File: src/rtl/cpu_run_controller.sv
// cpu_run_controller
// Run-control sequencer for the 9-bit single-cycle processor. Walks
// IDLE -> CLEAR -> HOLD -> RUN -> DONE. Before every run it zeroes data memory
// and holds the PC and register file in clear. During the run it gates
// commits, counts RUN cycles and raises done when the decoder reports a halt.
//
// Optional feature macro: RUN_WATCHDOG_EN. When it is defined, a run that
// reaches WDOG_LIMIT cycles without a halt ends with timeout=1. When it is
// undefined, timeout stays 0 and WDOG_LIMIT has no effect.
//
// Ports:
//   clk          sole clock, rising edge
//   reset        asynchronous active-low reset
//   start        run request, level-sampled
//   halt         decoder halt indication, sampled only in RUN
//   run_en       PC update / register and memory commit enable
//   clear_en     synchronous clear to the PC and register file
//   clr_we       data memory write strobe for the zero sweep
//   clr_addr     data memory sweep address
//   done         program finished
//   cycle_count  RUN cycles in the last or current run (saturating)
//   timeout      run ended by the watchdog rather than by halt
module cpu_run_controller #(
  parameter int unsigned DMEM_DEPTH = 256,
  parameter int unsigned ADDR_W     = 8,
  parameter int unsigned CNT_W      = 16,
  parameter int unsigned WDOG_LIMIT = 4096
) (
  input  logic              clk,
  input  logic              reset,
  input  logic              start,
  input  logic              halt,
  output logic              run_en,
  output logic              clear_en,
  output logic              clr_we,
  output logic [ADDR_W-1:0] clr_addr,
  output logic              done,
  output logic [CNT_W-1:0]  cycle_count,
  output logic              timeout
);

`ifdef RUN_WATCHDOG_EN
  localparam bit WdogEn = 1'b1;
`else
  // Watchdog path stays in the source but is constant-disabled.
  localparam bit WdogEn = 1'b0;
`endif

  localparam logic [ADDR_W-1:0] LastAddr   = ADDR_W'(DMEM_DEPTH - 1);
  localparam logic [CNT_W-1:0]  CntMax     = {CNT_W{1'b1}};
  localparam logic [31:0]       WdogLimit32 = 32'(WDOG_LIMIT);

  typedef enum logic [2:0] {
    StIdle,
    StClear,
    StHold,
    StRun,
    StDone
  } state_e;

  state_e              state_q, state_d;
  logic [ADDR_W-1:0]   clr_addr_q, clr_addr_d;
  logic [CNT_W-1:0]    cycle_count_q, cycle_count_d;
  logic                timeout_q, timeout_d;
  logic                run_en_q, clear_en_q, clr_we_q, done_q;

  logic [CNT_W-1:0]    count_inc;
  logic                wdog_hit;
  logic                enter_clear;

  // Saturating increment: the count sticks at all-ones instead of wrapping.
  assign count_inc = (cycle_count_q == CntMax) ? cycle_count_q : cycle_count_q + CNT_W'(1);
  assign wdog_hit  = (32'(count_inc) == WdogLimit32);

  always_comb begin
    state_d       = state_q;
    clr_addr_d    = clr_addr_q;
    cycle_count_d = cycle_count_q;
    timeout_d     = timeout_q;
    enter_clear   = 1'b0;

    unique case (state_q)
      StIdle: begin
        if (start) begin
          state_d     = StClear;
          enter_clear = 1'b1;
        end
      end
      StClear: begin
        if (clr_addr_q == LastAddr) begin
          state_d    = StHold;
          clr_addr_d = '0;
        end else begin
          clr_addr_d = clr_addr_q + ADDR_W'(1);
        end
      end
      StHold: begin
        if (!start) begin
          state_d = StRun;
        end
      end
      StRun: begin
        // The halt cycle is counted; halt beats a simultaneous watchdog hit.
        cycle_count_d = count_inc;
        if (halt) begin
          state_d = StDone;
        end else if (WdogEn && wdog_hit) begin
          state_d   = StDone;
          timeout_d = 1'b1;
        end
      end
      StDone: begin
        if (start) begin
          state_d     = StClear;
          enter_clear = 1'b1;
        end
      end
      default: begin
        state_d = StIdle;
      end
    endcase

    if (enter_clear) begin
      clr_addr_d    = '0;
      cycle_count_d = '0;
      timeout_d     = 1'b0;
    end
  end

  // Outputs are flopped from the next state so they line up with state_q.
  always_ff @(posedge clk or negedge reset) begin
    if (!reset) begin
      state_q       <= StIdle;
      clr_addr_q    <= '0;
      cycle_count_q <= '0;
      timeout_q     <= 1'b0;
      run_en_q      <= 1'b0;
      clear_en_q    <= 1'b0;
      clr_we_q      <= 1'b0;
      done_q        <= 1'b0;
    end else begin
      state_q       <= state_d;
      clr_addr_q    <= clr_addr_d;
      cycle_count_q <= cycle_count_d;
      timeout_q     <= timeout_d;
      run_en_q      <= (state_d == StRun);
      clear_en_q    <= (state_d == StClear) || (state_d == StHold);
      clr_we_q      <= (state_d == StClear);
      done_q        <= (state_d == StDone);
    end
  end

  assign run_en      = run_en_q;
  assign clear_en    = clear_en_q;
  assign clr_we      = clr_we_q;
  assign clr_addr    = clr_addr_q;
  assign done        = done_q;
  assign cycle_count = cycle_count_q;
  assign timeout     = timeout_q;

endmodule

File: config.mk
export PLATFORM = sky130hd
export DESIGN_NAME = cpu_run_controller
export DESIGN_NICKNAME = d
export VERILOG_FILES = /design/src/rtl/cpu_run_controller.sv
export SDC_FILE = /design/constraint.sdc
export NUM_CORES = 1
export LEC_CHECK = 0
export ABC_CLOCK_PERIOD_IN_PS = 5050
export CORE_ASPECT_RATIO = 1.1
export CORE_UTILIZATION = 35
export DETAILED_ROUTE_END_ITERATION = 7
export DONT_BUFFER_PORTS = 1
export GPL_TIMING_DRIVEN = 0
export PLACE_DENSITY = 0.56
export RECOVER_POWER = 100
export SYNTH_ARGS = -nofsm -noshare
export SYNTH_HDL_FRONTEND = slang
export SYNTH_SLANG_ARGS = --single-unit
File: constraint.sdc
create_clock -name clk -period 5.05 [get_ports clk]
set_input_delay 0.505 -clock clk [delete_from_list [all_inputs] [get_ports clk]]
set_output_delay 0.505 -clock clk [all_outputs]
set_load 0.02 [all_outputs]
==> run metrics, run 1 <==
status finished with violations; failing checks capacitance limit, slew limit; largest net degree at the start of global routing 32; wire length of the first global-routing pass 5020 microns; Clock Path Buffers 2; Buf/Inv on CP 1; Die Height 72.3 microns; cells on worst reg2reg path 6; drt drc 0; Clock Latency Late Sink 0.28 ns; max_cap viols 1; Clk network pwr share 25.7%; Final Skew approximately 0.0056 ns; gr usage total 14.3%; # clock sinks 31; Syn-to-layout area delta 9.32%; Crit Reg-Reg Startpoint cycle_count[9]; Setup CP Type register to register; via/cell ratio between 5 and 6; post_cts resized 0; Tmin final 2.30 ns; final WL 3210 microns; EDFF count, synth 0; DR vias between 1000 and 1500; CP required 5.25 ns; top cells by area, synth dfrtp_1 49%, xnor2_1 7.8%, nor2_1 5.5%; initial core utilization 36.4%; Final setup viols 0; # H-tree levels 2; placed cell areas 1640 sq um; Power Internal 0.464 mW; logic gate share of total power roughly 19%; # port buffers 0; RSZ-0062 raised after global routing false; crit path from cycle_count[9]; nets@finish 170; Worst Setup End Kind register; WHS between 0.3 and 0.4 ns; R2R Setup Slk 2.75 ns; Clk pin slew, worst setup/hold paths 0.07 ns; Detail Route Antenna Nets 0; cts bufs inserted 5; core area 4320 sq um; Slew Viols, Final 32; CTS Root Cell clkbuf_8; syn nets 162; fin area 1720 sq um; FP Rows 25; max incr delay on CP 0.55 ns; Worst slew margin -12.5%; Top delay family on crit path simple AND/OR/NAND/NOR gates; Mapped Cells 156; CP Cell Sequence nand3_1 > nor3_1 > clkbuf_1 > a21oi_1 > nand4_1 > mux2i_1; power share of the sequential group 55.7%; Slowest-stage cell, CP dfrtp_1; HP Start start; GRT overflow 0; period utilization 45.5%; Avg WL per Cell approximately 15 microns; ys flop type dfrtp_1; cell accounting for the most synthesized area dfrtp_1; Ys Warns 0; Synth top area share 49.4%; routability cong. 0.747; hold crit path type input pin to register; Critical R2R Capture cycle_count[3]; antenna fix cells 0; sequential area share after synthesis 49.4%; Hold Path End done; drt first pass iters 4; I/O Pins 33; Crit Path Max Fanout 10; total negative setup slack 0 ns; distinct cell type count after synthesis 36; Seq cells post-synth 31; P_sw 0.304 mW; crit path DAT around 2.5 ns; switching share of power 39.6%; Detailed Place HPWL 2290 microns; post-synthesis cell area 1570 sq um; ratio of cells with drive above 1 in the final layout 9.15%; asr flop ratio synth 100%; initial antenna violation count 0; peak supply drop 0.239 mV; drt initial violations 57; Hold Violations, Final 0; vias in the first global route 1043; Filler cells approximately 430; Slew @ Worst Pin 1.69 ns; Die Footprint between 4000 and 5000 sq um; fmax 0.435 GHz; Die X-Extent 65.9 microns; CTS tree yes; Avg Inst Size Synth 10.1 sq um; power per cell area 447 nW/um^2; crit start category register; hold depth 1; Lkg Pwr 0.714 nW
==> worst reg2reg max path: stages (launching register included) <==
cell	delay [ns]
dfrtp_1	0.55
nand3_1	0.16
nor3_1	0.49
clkbuf_1	0.40
a21oi_1	0.24
nand4_1	0.20
mux2i_1	0.19
==> logic make-up after synthesis <==
kind of cell / count (synthesis) / synth area share, %
AO/OA/AOI/OAI: 24 / 11.2
flip-flops: 31 / 49.4
adder cells (fa/ha/maj): 2 / 1.59
multiplexers: 3 / 1.91
other: 1 / 0.239
XOR/XNOR: 16 / 8.92
AND/OR/NAND/NOR: 67 / 22.9
buffers and inverters: 12 / 3.82
==> power by group through the flow <==
| stage | registers (mW) | clock network [mW] | logic (mW) |
|---|---|---|---|
| after global placement | 0.433 | 0 | 0.136 |
| after floorplan | 0.416 | 0 | 0.117 |
| after detailed placement | 0.435 | 0 | 0.142 |
| final | 0.428 | 0.198 | 0.142 |
| after global routing | 0.439 | 0.216 | 0.167 |
| after CTS | 0.430 | 0.206 | 0.150 |
==> state kept, by name (all words and copies together), names as in the netlist <==
name         cells
cycle_count     16
done             1
clr_we           1
clr_addr         8
clear_en         1
state_q          3
run_en           1
==> area by class of cell <==
cell class                 count  area (sq um)  share of cell area [%]
clock buffer                   6          82.6                    4.81
clock inverter                 1          5.00                   0.292
buffer                         5          26.3                    1.53
tap                           54          67.6                    3.94
sequential                    31           776                    45.2
inverter                       7          26.3                    1.53
multi-input combinational    113           729                    42.5
timing repair buffer           1          3.75                   0.219
==> repair_timing <==
| item | in CTS | in global routing |
|---|---|---|
| buffers inserted | 0 | 0 |
| endpoints found under the hold margin | 31 | 0 |
| hold buffers | 1 | 0 |
==> how the worst max path moves through the flow <==
| stage | to | slack [ns] | depth (start not counted) |
|---|---|---|---|
| final | cycle_count[3] | 2.75 | 6 |
| after global routing | cycle_count[3] | 2.55 | 6 |
| after CTS | cycle_count[3] | 2.79 | 6 |
| after detailed placement | cycle_count[3] | 2.81 | 6 |
| after global placement | cycle_count[3] | 2.90 | 6 |
| after floorplan | cycle_count[3] | 3.13 | 6 |
==> Yosys cell counts (all sizes together) (3+ instances only) <==
master / n
dfrtp: 31
nor2: 23
xnor2: 14
nand2: 13
nand3: 8
o21ai: 8
inv: 7
nand4: 6
a21oi: 4
buf: 4
a2111oi: 3
a211oi: 3
mux2i: 3
==> metal layers <==
layer | track usage, % | vias up | part of all wire, %
li1 | - | 562 | -
met2 | 21.7 | 29 | 50
met4 | 6.52 | 0 | 1.8
met1 | 17.4 | 583 | 42
met3 | 6.45 | 5 | 6.5
met5 | 0 | - | 0
==> stage by stage <==
stage | power, mW | std cells | setup slack [ns] | util (%)
after floorplan | 0.533 | 156 | 3.13 | -
after global placement | 0.570 | 210 | 2.90 | 37.9
after detailed placement | 0.577 | 210 | 2.81 | 37.9
after CTS | 0.786 | 218 | 2.79 | 40.4
after global routing | 0.822 | 218 | 2.55 | 39.8
final | 0.768 | 218 | 2.75 | 39.8
==> placed cells by master (no fill, tap or decap), types with 3 or more instances in the layout <==
cell type and instances:
nand2_1 13, mux2i_1 3, nor2_1 23, nand3_1 8, nand4_1 5, xnor2_1 14, dfrtp_1 31, a211oi_1 3
a21oi_1 4, inv_1 7, clkbuf_8 6, clkbuf_1 4, o21ai_0 8
(Power assumes the default switching activity.)
==> run 2, diff against run 1 <==
--- a/config.mk
+++ b/config.mk
@@ -5,13 +5,13 @@
 export SDC_FILE = /design/constraint.sdc
 export NUM_CORES = 1
 export LEC_CHECK = 0
-export ABC_CLOCK_PERIOD_IN_PS = 5050
+export ABC_CLOCK_PERIOD_IN_PS = 1900
 export CORE_ASPECT_RATIO = 1.1
 export CORE_UTILIZATION = 35
 export DETAILED_ROUTE_END_ITERATION = 7
 export DONT_BUFFER_PORTS = 1
 export GPL_TIMING_DRIVEN = 0
-export PLACE_DENSITY = 0.56
+export PLACE_DENSITY = 0.58
 export RECOVER_POWER = 100
 export SYNTH_ARGS = -nofsm -noshare
 export SYNTH_HDL_FRONTEND = slang
==> constraint.sdc (replaced) <==
create_clock -name clk -period 1.9 [get_ports clk]
set_input_delay 0.19 -clock clk [delete_from_list [all_inputs] [get_ports clk]]
set_output_delay 0.19 -clock clk [all_outputs]
set_load 0.02 [all_outputs]
==> run 2 against run 1 <==
Setup slack got worse by 2.7 ns. Critical endpoint is now cycle_count[15]. Largest cell class is now multi-input combinational cells. Critical path depth decreased by 1. Sequential power increased to 2.7 times the previous value. The run now ends clean. Non-clock buffer count increased by 1. Register-to-register slack got worse by 2.7 ns.
==> run metrics, run 2 (same netlist as run 1, synthesis figures left out) <==
Die Height 72.3 microns; I/O Pins 33; # H-tree levels 2; # port buffers 0; Slew @ Worst Pin 0.778 ns; vias in the first global route 1127; via/cell ratio 5.48; Clock Latency Late Sink 0.28 ns; initial core utilization 36.4%; Hold Violations, Final 0; largest net degree at the start of global routing 32; drt drc 0; antenna fix cells 0; period utilization 98.1%; most frequent cells in the layout 22 x nor2_1, 17 x dfrtp_1, 14 x xnor2_1, 14 x dfrtp_2, 13 x nand2_1; Worst Setup End Kind register; Worst Setup EP cycle_count[15]; commonest non-fill, non-tap cell in the layout nor2_1; CTS Root Cell clkbuf_8; Setup CP Type register to register; crit start category register; # clock sinks 31; drt first pass iters 5; fmax 0.537 GHz; Die Footprint about 4800 sq um; Die X-Extent approximately 66 microns; routability cong. 0.777; Clk pin slew, worst setup/hold paths 0.07 ns; final WL 3370 microns; Avg WL per Cell 15.3 microns; Clock Path Buffers 2; RSZ-0062 raised after global routing true; crit path from cycle_count[0]; Reg area roughly 790 sq um; dpl ws -0.180 ns; Crit Path Max Fanout 5; cts bufs inserted 5; Tmin final 1.86 ns; Worst slew margin 48.1%; nets@finish 171; status completed; DR vias 1206; initial antenna violation count 0; hold crit path type input pin to register; wire length of the first global-routing pass 5480 microns; Crit Reg-Reg Startpoint cycle_count[0]; Detail Route Antenna Nets 0; CTS tree yes; Final setup viols 0; crit path DAT around 2 ns; Lkg Pwr 0.732 nW; multi-input logic area 821 sq um; R2R Setup Slk 0.04 ns; Final Skew 0.00523 ns; power per cell area 1150 nW/um^2; cells on worst reg2reg path 5; drt initial violations 74; core area 4320 sq um; gr usage total 15.6%; peak supply drop 0.701 mV; Detailed Place HPWL 2370 microns; placed insts 210; Critical R2R Capture cycle_count[15]; max reg flops 16; total setup buffers inserted after CTS 0; Finished Layout Cells 220; Slew Viols, Final 0; Syn-to-layout area delta 18.2%; GRT overflow 0; max_cap viols 0; ratio of cells with drive above 1 in the final layout 25.9%; CP required 2.06 ns; FP Rows 25; Setup WS post-layout between 0.03 and 0.04 ns; Filler cells ~420
[run 2: changes by cell type in the layout (fill, tap and decap cells not counted), sizes merged]
cell,delta
buf,+2
clkinv,-1
dlygate4sd3,+1
[run 2: critical path: stages (launching register included)]
cell and delay (ns):
dfrtp_2 0.51, nand4_4 0.13, or4_4 0.55, a2111oi_4 0.35, xnor2_1 0.16, nor2_1 0.05
[run 2: worst min path at each step]
stage / from / end / cells after the start
after detailed placement: reset / cycle_count[8] / 0
after global routing: start / done / 1
after floorplan: reset / clear_en / 0
after global placement: reset / cycle_count[8] / 0
final: start / done / 1
after CTS: start / done / 1
[run 2: layer usage]
| layer | up-vias | track usage [%] | share of wire [%] |
|---|---|---|---|
| met3 | 7 | 7.55 | 6.5 |
| li1 | 566 | - | - |
| met5 | - | 0 | 0 |
| met1 | 603 | 17.6 | 40 |
| met2 | 30 | 24.6 | 52 |
| met4 | 0 | 7.25 | 1.6 |
[run 2: timing repair]
item,4_1_cts,5_1_grt
hold buffers,2,0
resized for setup,15,16
setup endpoints to repair,17,17
hold endpoints to repair,31,0
pin swaps,0,2
[run 2: stage by stage]
step / utilization (%) / cell area (sq um) / TNS, ns / power, mW / hold WS [ns]
5_1_grt: 43.0 / 1860 / -0.0449 / 2.28 / 0.0186
3_3_place_gp: 38.0 / 1640 / -0.833 / 1.51 / -0.105
6_report: 43.0 / 1860 / 0 / 2.14 / 0.0109
3_5_place_dp: 38.0 / 1640 / -1.49 / 1.54 / -0.104
4_1_cts: 42.0 / 1810 / 0 / 2.15 / 0.00468
2_1_floorplan: - / 1570 / 0 / 1.42 / -0.106
[run 2: final cells by class]
cell class	instances	share of cell area, %
Tap cell	54	3.64
Sequential cell	31	42.7
Clock buffer	8	5.39
Inverter	7	1.42
Buffer	5	1.82
Multi-Input combinational cell	113	44.2
Timing Repair Buffer	2	0.809
[run 2: power by group]
part / switching (mW) / leakage [nW] / internal (mW)
registers: 0.353 / 0.386 / 0.808
logic: 0.233 / 0.295 / 0.168
clock network: 0.245 / 0.0515 / 0.330
==> run 3, diff against run 2 <==
--- a/config.mk
+++ b/config.mk
@@ -5,6 +5,7 @@
 export SDC_FILE = /design/constraint.sdc
 export NUM_CORES = 1
 export LEC_CHECK = 0
+export ABC_AREA = 1
 export ABC_CLOCK_PERIOD_IN_PS = 1900
 export CORE_ASPECT_RATIO = 1.1
 export CORE_UTILIZATION = 35
@@ -13,6 +14,7 @@
 export GPL_TIMING_DRIVEN = 0
 export PLACE_DENSITY = 0.58
 export RECOVER_POWER = 100
+export SKIP_LAST_GASP = 1
 export SYNTH_ARGS = -nofsm -noshare
 export SYNTH_HDL_FRONTEND = slang
 export SYNTH_SLANG_ARGS = --single-unit
==> run 3 against run 2 <==
Maximum frequency up 7.8%. Count of clock-buffer cells in the layout down 2. Sequential power down 14%. Via count up 23%. Largest cell class unchanged. Critical path depth up 5. Highest routed layer unchanged.
==> run metrics, run 3 <==
status completed; core area between 4000 and 5000 sq um; CTS tree yes; Slew @ Worst Pin 0.757 ns; Post-synth top cells 75 x nand2_1, 31 x dfrtp_1, 25 x inv_1; wire length of the first global-routing pass about 6600 microns; met3 GRT Util 5.95%; ys flop type dfrtp_1; asr flop ratio synth 100%; Filler cells 496; commonest non-fill, non-tap cell in the layout nand2_1; via/cell ratio between 5 and 6; Clock Latency Late Sink 0.29 ns; fmax approximately 0.58 GHz; distinct cell type count after synthesis 27; initial antenna violation count 0; RSZ-0062 raised after global routing false; # clock sinks 31; I/O Pins 33; multi-input logic area 832 sq um; drt first pass iters 4; fin area 1950 sq um; placed insts 286; syn nets around 240; Final setup viols 0; DR vias around 1500; nets@finish 245; CP required 2.13 ns; Setup WS post-layout 0.171 ns; drt initial violations 76; Die X-Extent 69.3 microns; Die Height 76.1 microns; Avg Inst Size Synth ~7.6 sq um; gr usage total 15.9%; routability cong. between 0.8 and 0.9; Avg WL per Cell 13.0 microns; most frequent cells in the layout 75 x nand2_1, 29 x dfrtp_1, 26 x inv_1; Worst slew margin 49.5%; layer with the highest usage met2; Clock Path Buffers 2; top cells by area, synth dfrtp_1 44%, nand2_1 16%, inv_1 5.4%; Synth top area share 44.4%; Mapped Cells 230; cell with the most instances after synthesis nand2_1; GR Util met2 25.8%; Core Util, Final 41.3%; Final Skew about 0.0032 ns; sequential area share after synthesis 44.4%; crit start category register; largest net degree at the start of global routing 32; peak supply drop 0.658 mV; antenna fix cells 0; power per cell area 1030 nW/um^2; ratio of cells with drive above 1 in the final layout approximately 10%; cts bufs inserted 5; Detailed Place HPWL 2790 microns; M1 GR Usage 17.7%; crit path DAT 1.96 ns; Crit Path Max Fanout 10; # H-tree levels 2; Setup CP Type register to register; Reg area 778 sq um; drt drc 0; Syn-to-layout area delta 11.6%; post-synthesis cell area roughly 1700 sq um; max_cap viols 0; Clk pin slew, worst setup/hold paths 0.07 ns; Detail Route Antenna Nets 0; Tmin final 1.73 ns; final WL 3840 microns; WHS 0.0947 ns; Die Footprint between 5000 and 6000 sq um; total setup buffers inserted after CTS 0; Hold Violations, Final 0; vias in the first global route 1419; Finished Layout Cells slightly below 300; hold crit path type input pin to register; # port buffers 0; placed cell areas 1820 sq um; period utilization 91.0%; dpl ws 0.0196 ns; Seq cells post-synth 31; total negative setup slack 0 ns; Worst Setup End Kind register; Lkg Pwr 0.924 nW; FP Rows 26; EDFF count, synth 0; total power 2.01 mW; cell accounting for the most synthesized area dfrtp_1; GRT overflow 0; CTS Root Cell clkbuf_8; Ys Warns 0; max reg flops 16; Slew Viols, Final 0; initial core utilization a little under two fifths
[run 3: cell count changes in the layout (fill, tap and decap cells not counted), moves of 4 or more]
cell | before | now
nand2_1 | 13 | 75
inv_1 | 7 | 26
dfrtp_1 | 17 | 29
dfrtp_2 | 14 | 2
xnor2_1 | 14 | 2
nand3_1 | 7 | 16
nand4_1 | 5 | 14
o21ai_0 | 7 | 11
[run 3: final timing paths]
kind                       slack [ns]  cells after the start              end      startpoint
setup reg to reg                 0.17                     10  cycle_count[11]  cycle_count[0]
hold / removal                   0.09                      2             done            halt
setup / recovery                 0.17                     10  cycle_count[11]  cycle_count[0]
max in group asynchronous        0.87                      2   cycle_count[0]           reset
hold reg to reg                  0.59                      2             done      state_q[2]
min in group asynchronous        0.50                      2  cycle_count[12]           reset
[run 3: area by class of cell]
cell class,count,share of cell area (%)
clock buffer,6,4.24
timing repair buffer,2,0.771
tap,56,3.60
inverter,27,5.20
multi-input combinational,168,42.7
sequential,31,39.9
clock inverter,2,1.80
buffer,4,1.73
[run 3: cells by family (layout without fill, tap and decap cells)]
logic type,Yosys count,in the layout,share of synthesized area (%)
compound gates,19,19,5.95
xor+xnor,7,7,3.51
fa+ha+maj,2,2,1.43
buf+inv,31,41,7.74
flops,31,31,44.4
other cells,1,1,0.215
simple gates,139,139,36.7
[run 3: per-layer routing]
metal | routed length [microns] | vias to the layer above | part of all wire, %
met4 | 77 | 0 | 2.0
met1 | 1620 | 689 | 42
met3 | 238 | 7 | 6.2
met2 | 1900 | 31 | 50
li1 | - | 760 | -
met5 | 0 | - | 0
[run 3: worst max-delay path, cell delays in order (launching register included)]
cell	delay [ns]
dfrtp_2	0.46
ha_2	0.25
inv_1	0.07
nor2_4	0.16
nand2_2	0.11
nor2_4	0.13
nor2_4	0.08
nor2_8	0.12
buf_6	0.15
nand2_1	0.05
nand2_1	0.08
[run 3: power by group]
| group | leakage, nW | internal (mW) | switching (mW) |
|---|---|---|---|
| clock | 0.0612 | 0.424 | 0.267 |
| combinational | 0.457 | 0.125 | 0.199 |
| sequential | 0.406 | 0.763 | 0.236 |
| total | 0.924 | 1.31 | 0.702 |
[run 3: timing repair]
action,4_1_cts,5_1_grt
hold endpoints to repair,31,0
setup endpoints to repair,0,12
gates resized for setup,0,3
hold buffers,2,0
